`config.mk`:
```
export PLATFORM = sky130hd
export DESIGN_NAME = fan_level_pwm_ctrl
export DESIGN_NICKNAME = d
export VERILOG_FILES = /design/src/rtl/fan_level_pwm_ctrl.sv
export SDC_FILE = /design/constraint.sdc
export NUM_CORES = 1
export LEC_CHECK = 0
export ABC_AREA = 0
export CAP_MARGIN = 20
export CORE_MARGIN = 8
export CORE_UTILIZATION = 40
export CTS_CLUSTER_SIZE = 20
export DETAILED_ROUTE_END_ITERATION = 6
export PLACE_DENSITY = 0.63
export RECOVER_POWER = 25
export SLEW_MARGIN = 10
export SYNTH_ARGS = -nofsm -noshare
export SYNTH_HDL_FRONTEND = slang
export SYNTH_SLANG_ARGS = --single-unit
```
`constraint.sdc`:
```
create_clock -name clk -period 2.6 [get_ports clk]
set_input_delay 0.26 -clock clk [delete_from_list [all_inputs] [get_ports clk]]
set_output_delay 0.26 -clock clk [all_outputs]
set_load 0.05 [all_outputs]
```
`src/rtl/fan_level_pwm_ctrl.sv`:
```
// rtl/fan_level_pwm_ctrl.sv - three-level fan controller with hysteresis, dwell and PWM drive
// Optional spin-up kick on OFF->LOW enabled by defining FAN_KICKSTART_EN.
module fan_level_pwm_ctrl #(
  parameter int TEMP_W     = 8,
  parameter int T_LOW_ON   = 20,
  parameter int T_LOW_OFF  = 15,
  parameter int T_HIGH_ON  = 28,
  parameter int T_HIGH_OFF = 24,
  parameter int DWELL_CYC  = 16,
  parameter int PWM_W      = 8,
  parameter int DUTY_LOW   = 128,
  parameter int DUTY_HIGH  = 255,
  parameter int KICK_CYC   = 64
) (
  input  logic              clk,
  input  logic              rst,
  input  logic [TEMP_W-1:0] temperature,
  input  logic              temp_valid,
  output logic              fan_on,
  output logic [1:0]        fan_level,
  output logic              pwm_out,
  output logic              level_chg
);

  localparam int DW = $clog2(DWELL_CYC + 1);

  localparam logic [TEMP_W-1:0] LOW_ON_V   = TEMP_W'(T_LOW_ON);
  localparam logic [TEMP_W-1:0] LOW_OFF_V  = TEMP_W'(T_LOW_OFF);
  localparam logic [TEMP_W-1:0] HIGH_ON_V  = TEMP_W'(T_HIGH_ON);
  localparam logic [TEMP_W-1:0] HIGH_OFF_V = TEMP_W'(T_HIGH_OFF);
  localparam logic [DW-1:0]     DWELL_MAX  = DW'(DWELL_CYC);
  localparam logic [PWM_W-1:0]  DUTY_LOW_V  = PWM_W'(DUTY_LOW);
  localparam logic [PWM_W-1:0]  DUTY_HIGH_V = PWM_W'(DUTY_HIGH);

  typedef enum logic [1:0] {
    LVL_OFF  = 2'd0,
    LVL_LOW  = 2'd1,
    LVL_HIGH = 2'd2
  } level_e;

  level_e            level_q, level_d;
  logic [DW-1:0]     dwell_q, dwell_d;
  logic [PWM_W-1:0]  pwm_cnt_q, pwm_cnt_d;
  logic              pwm_out_q, pwm_out_d;
  logic              fan_on_q, fan_on_d;
  logic              level_chg_q, level_chg_d;
  logic              eligible;
  logic              changed;
  logic [PWM_W-1:0]  duty;
  logic              cmp_hi;

`ifdef FAN_KICKSTART_EN
  localparam int KW = $clog2(KICK_CYC + 1);
  localparam logic [KW-1:0] KICK_LEN = KW'(KICK_CYC);
  logic [KW-1:0] kick_q, kick_d;
`endif

  always_comb begin
    eligible = temp_valid && (dwell_q == DWELL_MAX);
    level_d  = level_q;
    if (eligible) begin
      case (level_q)
        LVL_OFF:  if (temperature >= LOW_ON_V) level_d = LVL_LOW;
        LVL_LOW: begin
          if (temperature >= HIGH_ON_V)      level_d = LVL_HIGH;
          else if (temperature <= LOW_OFF_V) level_d = LVL_OFF;
        end
        LVL_HIGH: if (temperature <= HIGH_OFF_V) level_d = LVL_LOW;
        default:  level_d = LVL_OFF;
      endcase
    end
    changed     = (level_d != level_q);
    level_chg_d = changed;
    fan_on_d    = (level_d != LVL_OFF);

    if (changed)                 dwell_d = '0;
    else if (dwell_q == DWELL_MAX) dwell_d = dwell_q;
    else                         dwell_d = dwell_q + DW'(1);

    pwm_cnt_d = pwm_cnt_q + PWM_W'(1);
    case (level_q)
      LVL_LOW:  duty = DUTY_LOW_V;
      LVL_HIGH: duty = DUTY_HIGH_V;
      default:  duty = '0;
    endcase
    // All-ones duty would otherwise drop for one count at the wrap point
    cmp_hi = (duty == '1) || (pwm_cnt_q < duty);

`ifdef FAN_KICKSTART_EN
    if (level_q == LVL_OFF && level_d == LVL_LOW) kick_d = KICK_LEN;
    else if (level_d == LVL_OFF)                  kick_d = '0;
    else if (kick_q != '0)                        kick_d = kick_q - KW'(1);
    else                                          kick_d = '0;
    pwm_out_d = cmp_hi || (kick_d != '0);
`else
    pwm_out_d = cmp_hi;
`endif
  end

  always_ff @(posedge clk) begin
    if (rst) begin
      level_q     <= LVL_OFF;
      dwell_q     <= DWELL_MAX;
      pwm_cnt_q   <= '0;
      pwm_out_q   <= 1'b0;
      fan_on_q    <= 1'b0;
      level_chg_q <= 1'b0;
    end else begin
      level_q     <= level_d;
      dwell_q     <= dwell_d;
      pwm_cnt_q   <= pwm_cnt_d;
      pwm_out_q   <= pwm_out_d;
      fan_on_q    <= fan_on_d;
      level_chg_q <= level_chg_d;
    end
  end

`ifdef FAN_KICKSTART_EN
  always_ff @(posedge clk) begin
    if (rst) kick_q <= '0;
    else     kick_q <= kick_d;
  end
`endif

  assign fan_level = level_q;
  assign fan_on    = fan_on_q;
  assign pwm_out   = pwm_out_q;
  assign level_chg = level_chg_q;

endmodule

```
==> metrics.md, run 1 <==
| Metric | Value |
|---|---|
| Status | completed |
| Critical path arrival | 2.30 ns |
| Achievable Freq | between 400 and 500 MHz |
| Clock tree from TritonCTS | done |
| Share of final-layout standard cells stronger than drive strength 1 | 0.0647 |
| Area of the die | 0.00465 mm^2 |
| Clock latency at the later pin of the worst-skew pair | roughly 0.28 ns |
| Synth Area in Simple Gates | 0.203 |
| DR iter-0 viols | 45 |
| Routed wl met3 | about 100 um |
| P&R area growth vs syn | 20.7% |
| Setup-violating endpoint count in the final report | 0 |
| Power spent charging and discharging nets | between 400 and 500 uW |
| Vias in the first global route | ~950 |
| Final weighted congestion in routability-driven placement | between 0.8 and 0.9 |
| Antenna Diode Count | 0 |
| Count of filler cells inserted in the layout | 261 |
| Worst hold path class | reg2reg |
| Part of the power in registers | 0.347 |
| Clock transition at the register clock pins on the worst setup and hold paths after CTS | approximately 0.11 ns |
| Core utilization of the finished layout | 0.494 |
| Wire length of the first global-routing pass | approximately 3900 um |
| Cell Area, Synth | between 0.001 and 0.0015 mm^2 |
| Clk Tree Root Cell | sky130_fd_sc_hd__clkbuf_4 |
| Post-synthesis compound-gate area fraction | 0.173 |
| Crit Path Category | reg2reg |
| Mux contribution to synthesized area | 0.00918 |
| Clock Sinks | 18 |
| Top-Level Pins | 16 |
| Mean cell area of the mapped netlist | ~9 um^2 |
| Crit Path Max Fanout | 8 |
| Worst Hold Launch | pwm_cnt_q[0]$_SDFF_PP0_ |
| Internal power of the cells | 631 uW |
| Routed length on met2 | 1090 um |
| Post-synthesis net count | 147 |
| # DRC | 0 |
| Total count of max-transition violations in the final report | 0 |
| Sum of routed wire segments on met1 | 1030 um |
| Via total after detailed routing | just over 900 |
| Worst-case clock skew | between 0.002 and 0.0025 ns |
| Combinational power share | 0.490 |
| Power density of the placed cells | roughly 800 mW/mm^2 |
| Main combinational cell family by area after synthesis | simple AND/OR/NAND/NOR gates |
| CTS H-Tree Depth | 1 |
| DR pass1 iterations | 4 |
| Grt ovf | 0 |
| Post-layout instance area | approximately 0.0013 mm^2 |
| Top flip-flop cell by instance count after synthesis | sky130_fd_sc_hd__dfxtp_1 |
| Initial antenna violation count | 0 |
| Required time of the critical path | 2.82 ns |
| Remaining max-slew budget at the tightest pin | 0.645 |
| Leak Pwr | 0.530 nW |
| Largest net degree at the start of global routing | 12 |
| Placed standard-cell area | ~0.0013 mm^2 |
| Fin nets | between 150 and 200 |
| CTS max path bufs | 2 |
| Unrepaired setup endpoints after global routing | false |
| Element type at the critical path end | flop |
| GRT Resource Usage Total | 0.106 |
| Fraction of power consumed by the clock network | 0.163 |
| Core area | between 0.002 and 0.003 mm^2 |
| Setup tns final | 0 ns |
| Worst hold slack across all endpoints | approximately 0.47 ns |
| Chip width | between 60 and 70 um |
| Area share of the largest cell type after synthesis | 0.331 |
| Worst vdd ir | approximately 0.50 mV |
| Via density | ~5.4 |
| Final hold viol count | 0 |
| Critical path startpoint | fan_level[0]$_SDFF_PP0_ |
| Cells taking the most area after synthesis | sky130_fd_sc_hd__dfxtp_1 33%, sky130_fd_sc_hd__ha_1 17%, sky130_fd_sc_hd__nor2_1 4.1% |
| Num CTS Buffers | 3 |
| Flop and latch count out of synthesis | 18 |
| Synthesized-area fraction occupied by adder cells | 0.172 |
| Kind of start point of the critical path | flop |
| Post-route insts no fill | between 150 and 200 |
| ANT nets after route | 0 |
| Initial standard-cell utilization of the core | 0.409 |
| Total setup buffers inserted after CTS | 0 |
| Tcrit/Tclk final | 0.802 |
| Number of rows in the core area | 19 |
| Sequential area share after synthesis | 0.331 |
| Startpoint of the worst-slack reg-to-reg timing path | fan_level[0]$_SDFF_PP0_ |
| Placed cells | ~170 |
| Average wire length per cell after detail routing | between 10 and 15 um |
| Async set or reset register ratio after synthesis | 0 |
| Transition time of the tightest slew-check pin | 0.528 ns |
| Number of distinct library cell variants in the gate-level netlist after synthesis | 36 |
| Net switching share of the total power | 0.398 |
| Post-CTS Hold Buffers | 0 |
| Total of cells resized after clock tree synthesis | 0 |
| DPL Wire Length | 1840 um |
| Synth warnings | 0 |
| Uppermost routed layer | met4 |
| Count of buffers from port buffering | 15 |
| Post-layout min period | between 2 and 2.5 ns |
| Routed wire length | ~2300 um |
| Cell count after synthesis | ~120 |
| Number of synthesized flops with an enable pin | 0 |
| Height of the die | 68.2 um |
| Number of violations of the max-capacitance limit | 0 |
| Share of the synthesized netlist area taken by xor and xnor gates | 0.0804 |
| Yosys top cell by area | sky130_fd_sc_hd__dfxtp_1 |
power by group through the flow:
stage                     registers, mW  logic [mW]  clock network (mW)
final                             0.364       0.513               0.171
after global routing              0.372       0.562               0.192
after CTS                         0.365       0.515               0.178
after detailed placement          0.372       0.512                   0
after global placement            0.368       0.503                   0
after floorplan                   0.462       0.271                   0
metrics by stage:
step	setup WS, ns	total power, mW
global route	0.300	1.13
CTS	0.508	1.06
detailed placement	0.274	0.884
finish	0.514	1.05
floorplan	0.426	0.733
global placement	0.319	0.871
cell usage after synthesis (all sizes together) (2+ instances only):
cell type and count:
nand2 2, a21bo 2, o2111ai 2, buf 2
nor3 5, o211ai 2, nand3 7, xnor2 5
and2 2, dfxtp 18, xor2 5, a21oi 6
inv 6, a21o 2, and3 4, a211oi 4
nor2 12, o21ai 2, nor2b 2, ha 15
nand2b 2
worst paths after layout:
check / depth (start not counted) / end / slack, ns
min reg2reg: 1 / pwm_cnt_q[0]$_SDFF_PP0_ / 0.47
min: 1 / pwm_cnt_q[0]$_SDFF_PP0_ / 0.47
max: 8 / pwm_out$_SDFF_PP0_ / 0.51
max reg2reg: 8 / pwm_out$_SDFF_PP0_ / 0.51
area by class of cell:
cell class / instances / area [um^2] / share of cell area
multi-input combinational: 94 / 696 / 0.529
sequential: 18 / 360 / 0.274
tap: 31 / 38.8 / 0.0295
clock buffer: 4 / 36.3 / 0.0276
timing repair buffer: 17 / 161 / 0.123
inverter: 6 / 22.5 / 0.0171
flip-flops by register name, summed over array words and instances, names as in the netlist:
| register | cells |
|---|---|
| pwm_cnt_q | 8 |
| dwell_q | 5 |
| fan_level | 2 |
| fan_on | 1 |
| level_chg | 1 |
| pwm_out | 1 |
cell families after synthesis:
group / after synthesis
adders and majority gates: 15
DFF: 18
AOI/OAI and AO/OA: 26
muxes: 1
and+or+nand+nor: 42
buffers and inverters: 9
xor gates and xnor gates: 10
cells in the final DEF, fill, tap and decap left out, types with 3 or more instances in the layout:
cell / Yosys / layout
sky130_fd_sc_hd__nor3_1: 5 / 5
sky130_fd_sc_hd__clkdlybuf4s50_1: 0 / 14
sky130_fd_sc_hd__nor2_1: 12 / 12
sky130_fd_sc_hd__dfxtp_1: 18 / 18
sky130_fd_sc_hd__a21oi_1: 6 / 6
sky130_fd_sc_hd__xnor2_1: 5 / 5
sky130_fd_sc_hd__xor2_1: 5 / 5
sky130_fd_sc_hd__nand3_1: 7 / 7
sky130_fd_sc_hd__and3_1: 4 / 4
sky130_fd_sc_hd__clkbuf_4: 0 / 3
sky130_fd_sc_hd__a211oi_1: 4 / 4
sky130_fd_sc_hd__ha_1: 15 / 15
sky130_fd_sc_hd__inv_1: 6 / 6
critical path, cell delays in order, from the launching register on:
cell and delay [ns]:
sky130_fd_sc_hd__dfxtp_1 0.50, sky130_fd_sc_hd__inv_1 0.13, sky130_fd_sc_hd__ha_1 0.25, sky130_fd_sc_hd__inv_1 0.17, sky130_fd_sc_hd__ha_1 0.28, sky130_fd_sc_hd__a21o_1 0.19
sky130_fd_sc_hd__a211oi_1 0.23, sky130_fd_sc_hd__o21ai_0 0.12, sky130_fd_sc_hd__a21oi_1 0.16
metal layers:
metal | global-route usage | up-vias
met3 | 0.0311 | 6
met1 | 0.119 | 417
met5 | 0 | -
li1 | - | 470
met2 | 0.178 | 23
met4 | 0.0563 | 0
(Power assumes the default switching activity.)
==> run 2: changes to the inputs <==
--- a/config.mk
+++ b/config.mk
@@ -11,7 +11,7 @@
 export CORE_UTILIZATION = 40
 export CTS_CLUSTER_SIZE = 20
 export DETAILED_ROUTE_END_ITERATION = 6
-export PLACE_DENSITY = 0.63
+export PLACE_DENSITY = 0.65
 export RECOVER_POWER = 25
 export SLEW_MARGIN = 10
 export SYNTH_ARGS = -nofsm -noshare
==> constraint.sdc (replaced) <==
create_clock -name clk -period 1.85 [get_ports clk]
set_input_delay 0.185 -clock clk [delete_from_list [all_inputs] [get_ports clk]]
set_output_delay 0.185 -clock clk [all_outputs]
set_load 0.05 [all_outputs]
==> run 2 against run 1 <==
Non-clock buffer count increased by 14. Clock skew is 0.0083 ns higher. Fmax up 15%. Count of clock-buffer cells in the layout unchanged. Sequential share of layout area fell by 3.3 points. Setup slack worse by 0.48 ns. First-iteration DRC count down 27%. Register-to-register slack got worse by 0.48 ns. Flip-flop and latch count unchanged. Critical endpoint is now level_chg$_SDFF_PP0_.
==> metrics.md, run 2 (synthesized netlist as in run 1, its figures left out) <==
| Metric | Value |
|---|---|
| Wire length of the first global-routing pass | 4310 um (+11%) |
| Area of the die | 0.00465 mm^2 (unchanged) |
| Post-layout min period | 1.81 ns (-0.272 ns) |
| Post-layout instance area | 0.00154 mm^2 (+17%) |
| Transition time of the tightest slew-check pin | 0.505 ns (-0.0232 ns) |
| Largest net degree at the start of global routing | 11 (-1) |
| Startpoint of the worst-slack reg-to-reg timing path | fan_level[1]$_SDFF_PP0_ |
| Fin nets | 180 (+8.4%) |
| CP max-delay cell | sky130_fd_sc_hd__dfxtp_4 |
| Final weighted congestion in routability-driven placement | 0.900 (+1.5%) |
| Element type at the critical path end | flop |
| Height of the die | 68.2 um (unchanged) |
| Status | completed |
| Fraction of power consumed by the clock network | 0.142 (-0.021) |
| Number of violations of the max-capacitance limit | 0 (unchanged) |
| Required time of the critical path | 2.04 ns (-0.78 ns) |
| Unrepaired setup endpoints after global routing | true |
| Number of rows in the core area | 19 (unchanged) |
| Worst reg2reg path endpoint | level_chg$_SDFF_PP0_ |
| Worst-case clock skew | 0.0104 ns (+0.00828 ns) |
| Total count of max-transition violations in the final report | 0 (unchanged) |
| Total design power | 1.71 mW (+63%) |
| Count of filler cells inserted in the layout | 242 (-7.3%) |
| Most common cell after layout, fill and taps aside | sky130_fd_sc_hd__buf_4 |
| Cells along the critical path | ha_4, nand3b_1, o32a_1, a222oi_1, buf_4, a31oi_4, nor2b_1 |
| DPL Wire Length | 1980 um (+7.4%) |
| Final hold viol count | 0 (unchanged) |
| Hold EP | pwm_cnt_q[0]$_SDFF_PP0_ |
| Clk Tree Root Cell | sky130_fd_sc_hd__clkbuf_4 |
| Initial antenna violation count | 0 (unchanged) |
| Clock latency at the later pin of the worst-skew pair | 0.30 ns (+0.02 ns) |
| Num CTS Buffers | 3 (unchanged) |
| Vias in the first global route | 998 (+5.2%) |
| # DRC | 0 (unchanged) |
| Worst hold path class | reg2reg |
| Register with the most flip-flops | pwm_cnt_q |
| Chip width | 68.2 um (unchanged) |
| Count of buffers from port buffering | 15 (unchanged) |
| Via density | 5.35 (-0.65%) |
| Top-Level Pins | 16 (unchanged) |
| Initial standard-cell utilization of the core | 0.409 (unchanged) |
| Power spent charging and discharging nets | 683 uW (+64%) |
| ANT nets after route | 0 (unchanged) |
| CTS max path bufs | 2 (unchanged) |
| GRT Resource Usage Total | 0.120 (+0.0136) |
| Power density of the placed cells | 1110 mW/mm^2 (+40%) |
| Leak Pwr | 0.673 nW (+27%) |
| Net switching share of the total power | 0.399 (+0.00123) |
| Register-to-Register Setup Slack | 0.04 ns (-0.48 ns) |
| Antenna Diode Count | 0 (unchanged) |
| Clock transition at the register clock pins on the worst setup and hold paths after CTS | 0.11 ns (about the same) |
| Worst Hold Launch | pwm_cnt_q[0]$_SDFF_PP0_ |
| Share of final-layout standard cells stronger than drive strength 1 | 0.281 (+0.216) |
| Crit Path Category | reg2reg |
| Combinational power share | 0.554 (+0.064) |
| Final worst-path setup slack | 0.0351 ns (-0.478 ns) |
| Crit Path Max Fanout | 5 (-3) |
| Average wire length per cell after detail routing | 14.3 um (+6.6%) |
| Commonest non-fill, non-tap cells in the layout | 15 x sky130_fd_sc_hd__buf_4, 14 x sky130_fd_sc_hd__dfxtp_1, 11 x sky130_fd_sc_hd__nor2_1, 11 x sky130_fd_sc_hd__ha_1, 9 x sky130_fd_sc_hd__clkdlybuf4s50_1 |
| Part of the power in registers | 0.304 (-0.043) |
| CTS H-Tree Depth | 1 (unchanged) |
| P&R area growth vs syn | 41.2% |
| Clock Sinks | 18 (unchanged) |
| DR pass1 iterations | 4 (unchanged) |
| Tcrit/Tclk final | 0.981 (+0.179) |
| Internal power of the cells | 1.03 mW (+63%) |
| Setup tns final | 0 ns (unchanged) |
| Flip-flop count of the largest register, all copies and words added | 8 (unchanged) |
| Post-CTS Hold Buffers | 0 (unchanged) |
| Critical path arrival | 2.01 ns (-0.29 ns) |
| Grt ovf | 0 (unchanged) |
| Kind of start point of the critical path | flop |
| Routed wire length | 2630 um (+15%) |
| Hold Crit Depth | 1 (unchanged) |
| Cells on worst reg2reg path | 7 (-1) |
| Worst setup timing slack at the placement stage | -0.381 ns (-0.655 ns) |
| Setup-violating endpoint count in the final report | 0 (unchanged) |
| Via total after detailed routing | 985 (+7.5%) |
| Achievable Freq | 551 MHz (+15%) |
| Largest stage delay, worst path | 0.39 ns (-0.11 ns) |
| Clock tree from TritonCTS | done |
| Worst vdd ir | 1.13 mV (+130%) |
| DR iter-0 viols | 33 (-27%) |
| Remaining max-slew budget at the tightest pin | 0.662 (+0.0171) |
| Core area | 0.00266 mm^2 (unchanged) |
| Placed standard-cell area | 0.00137 mm^2 (+7.0%) |
## run 2: cell count changes in the layout (fill, tap and decap cells not counted), moves of 3 or more
cell                              previous run  this run
sky130_fd_sc_hd__buf_4                       1        15
sky130_fd_sc_hd__clkdlybuf4s50_1            14         9
sky130_fd_sc_hd__dfxtp_1                    18        14
sky130_fd_sc_hd__dlymetal6s2s_1              0         5
sky130_fd_sc_hd__ha_1                       15        11
sky130_fd_sc_hd__ha_4                        0         3
## run 2: cell type report
type / count / area [um^2] / share of cell area
timing repair buffer: 31 / 279 / 0.181
multi-input combinational: 94 / 792 / 0.515
tap: 31 / 38.8 / 0.0252
inverter: 6 / 22.5 / 0.0146
sequential: 18 / 370 / 0.241
clock buffer: 4 / 36.3 / 0.0236
## run 2: how the worst max path moves through the flow
stage | startpoint | endpoint | slack (ns) | depth (start not counted)
after floorplan | fan_level[0]$_SDFF_PP0_ | level_chg$_SDFF_PP0_ | 0.02 | 6
after CTS | fan_level[0]$_SDFF_PP0_ | dwell_q[0]$_SDFFE_PP0P_ | -0.06 | 6
after detailed placement | temperature[5] | dwell_q[0]$_SDFFE_PP0P_ | -0.38 | 6
after global routing | fan_level[0]$_SDFF_PP0_ | dwell_q[0]$_SDFFE_PP0P_ | -0.02 | 8
final | fan_level[1]$_SDFF_PP0_ | level_chg$_SDFF_PP0_ | 0.04 | 7
after global placement | temperature[5] | level_chg$_SDFF_PP0_ | -0.30 | 6
## run 2: layer usage
metal  wire (um)  vias to the layer above  share of wire  global-route usage
li1            -                      502              -                   -
met1        1170                      465           0.44               0.132
met2        1370                       14           0.52               0.220
met3          67                        4          0.025              0.0327
met4          25                        0         0.0095              0.0307
met5           0                        -              0                   0
## run 2: worst max-delay path: cells and delay by family, from the launching register on
family | cells | cell delay, ns
DFF | 1 | 0.39
adders and majority gates | 1 | 0.16
AOI/OAI and AO/OA | 3 | 0.67
and+or+nand+nor | 2 | 0.30
buffers and inverters | 1 | 0.20
## run 2: power by group through the flow
stage | clock, mW | sequential [mW] | combinational, mW
5_1_grt | 0.271 | 0.533 | 1.03
2_1_floorplan | 0 | 0.656 | 0.381
3_5_place_dp | 0 | 0.522 | 0.802
3_3_place_gp | 0 | 0.517 | 0.790
6_report | 0.244 | 0.520 | 0.948
4_1_cts | 0.254 | 0.520 | 0.825
## run 2: metrics by stage
stage / utilization / instances / hold WS, ns
6_report: 0.578 / 184 / 0.465
5_1_grt: 0.578 / 184 / 0.516
4_1_cts: 0.541 / 182 / 0.471
3_5_place_dp: 0.516 / 177 / 0.450
3_3_place_gp: 0.516 / 177 / 0.441
2_1_floorplan: - / 121 / 0.421
## run 2: timing repair
item | in CTS | in global routing
resized for setup | 5 | 24
pin swaps | 5 | 6
buffers inserted | 1 | 2
endpoints found under the setup margin | 4 | 8
